<file path="src/rtl/cnn_pkg.sv">
// Shared constants, types and the byte->Q pixel scaling used by the CNN ingest path.
package cnn_pkg;

    localparam int          DATA_WIDTH     = 16;
    localparam int          FRAC_BITS      = 7;
    localparam int          IMG_SIZE       = 28;
    localparam int          NPIX           = IMG_SIZE * IMG_SIZE;
    localparam logic [7:0]  SYNC_BYTE      = 8'hA5;
    localparam int          TIMEOUT_CYCLES = 34_720;

    typedef logic [$clog2(NPIX)-1:0] if_addr_t;

    typedef enum logic [1:0] {
        ERR_NONE = 2'd0,
        ERR_BUSY = 2'd1,
        ERR_CSUM = 2'd2,
        ERR_TMO  = 2'd3
    } err_code_t;

    typedef enum logic [1:0] {
        ST_IDLE   = 2'd0,
        ST_PIXELS = 2'd1,
        ST_CHECK  = 2'd2
    } ldr_state_t;

    // q = (byte * 2^frac + 127) / 255, truncated; maps 0..255 onto 0..2^frac
    function automatic int unsigned pix_to_q(input logic [7:0] b, input int unsigned frac);
        int unsigned num;
        num = (32'(b) << frac) + 32'd127;
        return num / 32'd255;
    endfunction

endpackage

</file>
<file path="src/rtl/pix_q_lut.sv">
// 256-entry byte->Q(FRAC_BITS) ROM, built from constants so it folds into a LUT/ROM.
module pix_q_lut
    import cnn_pkg::*;
#(
    parameter int DATA_WIDTH = cnn_pkg::DATA_WIDTH,
    parameter int FRAC_BITS  = cnn_pkg::FRAC_BITS
) (
    input  logic [7:0]            byte_i,
    output logic [DATA_WIDTH-1:0] q_o
);

    logic [DATA_WIDTH-1:0] rom [256];

    for (genvar i = 0; i < 256; i++) begin : g_rom
        assign rom[i] = DATA_WIDTH'(pix_to_q(8'(i), FRAC_BITS));
    end

    assign q_o = rom[byte_i];

endmodule

</file>
<file path="src/rtl/uart_frame_loader.sv">
// Frames the uart_rx byte stream (SYNC, pixels, checksum) into IFMAP port A writes and
// reports good frames / aborts to the controller.
module uart_frame_loader
    import cnn_pkg::*;
#(
    parameter int         DATA_WIDTH     = cnn_pkg::DATA_WIDTH,
    parameter int         FRAC_BITS      = cnn_pkg::FRAC_BITS,
    parameter int         IMG_SIZE       = cnn_pkg::IMG_SIZE,
    parameter logic [7:0] SYNC_BYTE      = cnn_pkg::SYNC_BYTE,
    parameter int         TIMEOUT_CYCLES = cnn_pkg::TIMEOUT_CYCLES
) (
    input  logic                                  clk,
    input  logic                                  reset_n,
    input  logic                                  rx_dv,
    input  logic [7:0]                            rx_byte,
    input  logic                                  pipe_busy,
    output logic                                  if_we,
    output logic [$clog2(IMG_SIZE*IMG_SIZE)-1:0]  if_addr,
    output logic [DATA_WIDTH-1:0]                 if_din,
    output logic                                  frame_loaded,
    output logic                                  frame_err,
    output logic [1:0]                            err_code,
    output logic [15:0]                           frames_ok
);

    localparam int N_PIX  = IMG_SIZE * IMG_SIZE;
    localparam int ADDR_W = $clog2(N_PIX);
    localparam int CNT_W  = $clog2(N_PIX + 1);
    localparam int TMO_W  = $clog2(TIMEOUT_CYCLES);

    ldr_state_t             state_q, state_d;
    logic [CNT_W-1:0]       pix_cnt_q, pix_cnt_d;
    logic [7:0]             csum_q, csum_d;
    logic [TMO_W-1:0]       tmo_q, tmo_d;
    logic                   we_q, we_d;
    logic [ADDR_W-1:0]      addr_q, addr_d;
    logic [DATA_WIDTH-1:0]  din_q, din_d;
    logic                   loaded_q, loaded_d;
    logic                   err_q, err_d;
    err_code_t              code_q, code_d;
    logic [15:0]            fok_q, fok_d;

    logic [DATA_WIDTH-1:0]  pix_q;
    logic                   is_sync;
    logic                   tmo_hit;
    logic                   last_pix;

    pix_q_lut #(
        .DATA_WIDTH (DATA_WIDTH),
        .FRAC_BITS  (FRAC_BITS)
    ) u_lut (
        .byte_i (rx_byte),
        .q_o    (pix_q)
    );

    assign is_sync  = rx_dv && (rx_byte == SYNC_BYTE);
    // A byte arriving in the expiry cycle takes priority over the timeout.
    assign tmo_hit  = !rx_dv && (tmo_q == TMO_W'(TIMEOUT_CYCLES - 1));
    assign last_pix = (pix_cnt_q == CNT_W'(N_PIX - 1));

    always_ff @(posedge clk or negedge reset_n) begin
        if (!reset_n) begin
            state_q   <= ST_IDLE;
            pix_cnt_q <= '0;
            csum_q    <= '0;
            tmo_q     <= '0;
            we_q      <= 1'b0;
            addr_q    <= '0;
            din_q     <= '0;
            loaded_q  <= 1'b0;
            err_q     <= 1'b0;
            code_q    <= ERR_NONE;
            fok_q     <= '0;
        end else begin
            state_q   <= state_d;
            pix_cnt_q <= pix_cnt_d;
            csum_q    <= csum_d;
            tmo_q     <= tmo_d;
            we_q      <= we_d;
            addr_q    <= addr_d;
            din_q     <= din_d;
            loaded_q  <= loaded_d;
            err_q     <= err_d;
            code_q    <= code_d;
            fok_q     <= fok_d;
        end
    end

    always_comb begin
        state_d = state_q;
        unique case (state_q)
            ST_IDLE:   if (is_sync && !pipe_busy) state_d = ST_PIXELS;
            ST_PIXELS: begin
                if (rx_dv && last_pix) state_d = ST_CHECK;
                else if (tmo_hit)      state_d = ST_IDLE;
            end
            ST_CHECK:  if (rx_dv || tmo_hit) state_d = ST_IDLE;
            default:   state_d = ST_IDLE;
        endcase
    end

    always_comb begin
        pix_cnt_d = pix_cnt_q;
        csum_d    = csum_q;
        tmo_d     = tmo_q;
        we_d      = 1'b0;
        addr_d    = addr_q;
        din_d     = din_q;
        loaded_d  = 1'b0;
        err_d     = 1'b0;
        code_d    = code_q;
        fok_d     = fok_q;
        unique case (state_q)
            ST_IDLE: begin
                if (is_sync && pipe_busy) begin
                    err_d  = 1'b1;
                    code_d = ERR_BUSY;
                end else if (is_sync) begin
                    pix_cnt_d = '0;
                    csum_d    = '0;
                    tmo_d     = '0;
                end
            end
            ST_PIXELS: begin
                if (rx_dv) begin
                    we_d      = 1'b1;
                    addr_d    = pix_cnt_q[ADDR_W-1:0];
                    din_d     = pix_q;
                    csum_d    = csum_q + rx_byte;
                    pix_cnt_d = pix_cnt_q + CNT_W'(1);
                    tmo_d     = '0;
                end else if (tmo_hit) begin
                    err_d  = 1'b1;
                    code_d = ERR_TMO;
                end else begin
                    tmo_d = tmo_q + TMO_W'(1);
                end
            end
            ST_CHECK: begin
                if (rx_dv) begin
                    tmo_d = '0;
                    if (rx_byte == csum_q) begin
                        loaded_d = 1'b1;
                        fok_d    = fok_q + 16'd1;
                    end else begin
                        err_d  = 1'b1;
                        code_d = ERR_CSUM;
                    end
                end else if (tmo_hit) begin
                    err_d  = 1'b1;
                    code_d = ERR_TMO;
                end else begin
                    tmo_d = tmo_q + TMO_W'(1);
                end
            end
            default: ;
        endcase
    end

    assign if_we        = we_q;
    assign if_addr      = addr_q;
    assign if_din       = din_q;
    assign frame_loaded = loaded_q;
    assign frame_err    = err_q;
    assign err_code     = code_q;
    assign frames_ok    = fok_q;

endmodule

</file>
<file path="config.mk">
export PLATFORM = sky130hd
export DESIGN_NAME = uart_frame_loader
export DESIGN_NICKNAME = d
export VERILOG_FILES = /design/src/rtl/cnn_pkg.sv /design/src/rtl/pix_q_lut.sv /design/src/rtl/uart_frame_loader.sv
export SDC_FILE = /design/constraint.sdc
export NUM_CORES = 1
export LEC_CHECK = 0
export BUFFER_PORTS_ARGS = -buffer_cell sky130_fd_sc_hd__buf_2
export CAP_MARGIN = 20
export CELL_PAD_IN_SITES_DETAIL_PLACEMENT = 0
export CELL_PAD_IN_SITES_GLOBAL_PLACEMENT = 2
export CORE_MARGIN = 8
export CORE_UTILIZATION = 39
export DETAILED_ROUTE_END_ITERATION = 6
export PLACE_DENSITY_LB_ADDON = 0.1
export SYNTH_ARGS = -nofsm -noshare
export SYNTH_HDL_FRONTEND = slang
export SYNTH_SLANG_ARGS = --single-unit
</file>
<file path="constraint.sdc">
create_clock -name clk -period 6.9 [get_ports clk]
set_input_delay 1.38 -clock clk [delete_from_list [all_inputs] [get_ports clk]]
set_output_delay 1.38 -clock clk [all_outputs]
set_load 0.01 [all_outputs]
</file>
==> out/metrics.yaml <==
antenna_found_initial: 0
rr_startpoint: "csum_q[4]$_DFFE_PN0P_"
max_freq_mhz: 302
met1_usage_pct: 17.2
die_x_um: 119
io-pin-count: 59
p_total_mw: 1.36
setup_viol: 0
cts_resized: 0
slew_headroom_pct: 35.2
place.gp.congestion: 0.804
worst-slew-pin-transition_ns: 0.971
fin_crit_ns: 3.31
cts_tree: "done"
cts_max_path_buffers: 2
rows: 37
grt_max_degree: 76
clk_pin_slew_ns: 0.07
grt_pass1_wl_um: 15700
maxSlewViolCount: 0
slowest_stage: "or3_1"
n_fill_cell: 1022
grtUsageMet3_pct: 4.24
via_per_inst: 5.29
cts_max_level: 3
start_util_pct: 40.0
cts_setup_buffers: 0
leakage_nw: 2.32
path_buf_inv: 1
drc: 0
async_flop_share_pct: 100
dpl.cell_count: 587
power_density_nw_per_um2: 291
min-delay-start: "frames_ok[15]$_DFFE_PN0P_"
overflow: 0
netlist_instances: 415
arrival_ns: 3.59
drtAntennaViolNets: 0
syn-cell-area_um2: 4110
ys_dominant_reg_cell: "dfrtp_1"
hold_violations: 0
crit_type: "input port to flip-flop"
reg2regPathDepth: 6
crit_fanout: 8
period_share_pct: 47.9
wl_per_cell_um: 15.7
required_ns: 7.18
peakVddDrop_mv: 0.159
clockRootBuffer: "clkbuf_8"
hold_path_depth: 1
die_h_um: 119
dr.pass1.iters: 4
cap_viol_max_count: 0
final_cells: 605
path_delay_family: "simple AND/OR/NAND/NOR gates"
synth_cell_types: 58
drt-initial-drc-count: 173
synth_edf_count: 0
clkLatencyLatePin_ns: 0.36
start_kind: "input port"
route.final.wire_length_um: 9500
diodes: 0
status: "finished, final reports clean"
timing.rr.end: "frames_ok[8]$_DFFE_PN0P_"
regToRegSetupSlack_ns: 4.37
cp-end-kind: "flip-flop"
setup_tns_ns: 0
ys_warn_count: 0
dp_hpwl_um: 6820
skew_ns: 0.00697
port_buffers: 50
grt_use_met2_pct: 21.3
grt_pass1_vias: 3107
clock-sinks: 75
min-delay-path-class: "flip-flop to flip-flop"
drive_above_1_share_pct: 18.8
ys_ff_latch: 75
cts_hold_buffers: 0
ys_seq_area_share_pct: 45.7
core-area_um2: 10300
grt_usage_pct: 13.5
worstPathCellList: "buf_2 -> ha_1 -> nor4_2 -> nand4_2 -> or3_1 -> nor2_1 -> xor2_1"
die-area_um2: 14100
rsz0062_at_grt: "false"
max_stage_delay_ns: 0.56
final_nets: 494
dr_total_vias: 3201
hold_end: "frames_ok[15]$_DFFE_PN0P_"
grt.busiest_layer: "met2"
whs_ns: 0.465
cts_made_buffers: 9
syn2layout_area_growth_pct: 13.8
final_util_pct: 45.5
syn_avg_cell_area_um2: 9.90
-- per-stage QoR --
stage          instance area, um^2  worst slack, ns
6_report                      4680             3.59
4_1_cts                       4660             3.40
3_3_place_gp                  4450             3.08
3_5_place_dp                  4450             3.03
2_1_floorplan                 4140             3.66
5_1_grt                       4680             3.41
-- routing by layer --
| layer | routed length, um | up-vias | share of wire [%] |
|---|---|---|---|
| met3 | 473 | 11 | 5.0 |
| met2 | 4400 | 62 | 46 |
| met5 | 0 | - | 0 |
| li1 | - | 1595 | - |
| met4 | 125 | 0 | 1.3 |
| met1 | 4500 | 1533 | 47 |
-- where the power goes --
group / switching (mW) / internal (mW)
clock: 0.165 / 0.197
combinational: 0.272 / 0.171
sequential: 0.0481 / 0.508
total: 0.485 / 0.876
-- layout by cell type (no fill, tap or decap), types with 4 or more instances in the layout --
cell,count
nand3_1,27
o21ai_0,24
clkbuf_8,12
and4_1,5
xnor2_1,9
a21oi_1,16
xor2_1,18
or3_1,5
nand4_1,8
conb_1,8
o2111ai_1,4
ha_1,17
nor2_1,24
mux2_2,10
inv_1,12
o211ai_1,7
buf_2,49
nand2_1,52
a31oi_1,4
nor3_1,7
o31ai_1,6
and3_1,11
dfrtp_1,75
-- cell usage after synthesis, types with 4 or more instances --
cell       number  area share, %
o2111ai_1       4           0.85
o21ai_0        24            2.9
nand2_1        52            4.7
and4_1          5            1.1
a21oi_1        16            1.9
o31ai_1         6            1.1
nand3_1        27            3.3
inv_1          12            1.1
nand4_1         8            1.2
ha_1           17            5.2
and3_1         11            1.7
xor2_1         18            3.8
nor2_1         24            2.2
clkbuf_1        9           0.82
mux2_2         10            2.7
xnor2_1         9            1.9
a31oi_1         4           0.61
dfrtp_1        75             46
or3_1           5           0.76
nor3_1          7           0.85
buf_4           9            1.6
o211ai_1        7            1.3
-- state kept, by name, indices dropped and copies added, names as in the netlist --
register and cells:
csum_q 8, tmo_q 16, frame_err 1, err_code 2
if_addr 10, if_din 8, state_q 2, pix_cnt_q 10
if_we 1, frame_loaded 1, frames_ok 16
-- kinds of logic after synthesis --
group | count (synthesis) | share of synthesized area (%)
xor+xnor | 27 | 5.75
other cells | 1 | 0.0912
mux | 10 | 2.74
buf+inv | 34 | 4.02
simple gates | 160 | 20.9
fa+ha+maj | 18 | 5.66
compound gates | 90 | 15.2
flops | 75 | 45.7
-- worst max-delay path by stage --
stage | depth (start not counted) | slack (ns) | startpoint | end
final | 7 | 3.59 | rx_byte[5] | frames_ok[8]$_DFFE_PN0P_
after global routing | 7 | 3.41 | rx_byte[5] | frames_ok[8]$_DFFE_PN0P_
after CTS | 7 | 3.40 | rx_byte[1] | csum_q[6]$_DFFE_PN0P_
after detailed placement | 7 | 3.03 | rx_byte[1] | csum_q[6]$_DFFE_PN0P_
after global placement | 7 | 3.08 | rx_byte[1] | csum_q[6]$_DFFE_PN0P_
after floorplan | 8 | 3.66 | rx_byte[4] | frames_ok[14]$_DFFE_PN0P_
-- area by class of cell --
class | count | area [um^2] | area share (%)
Sequential cell | 75 | 1880 | 40.1
Timing Repair Buffer | 53 | 275 | 5.89
Tap cell | 136 | 170 | 3.64
Clock inverter | 3 | 45.0 | 0.963
Inverter | 12 | 45.0 | 0.963
Multi-Input combinational cell | 313 | 2090 | 44.8
Clock buffer | 13 | 169 | 3.61
(Power assumes the default switching activity.)
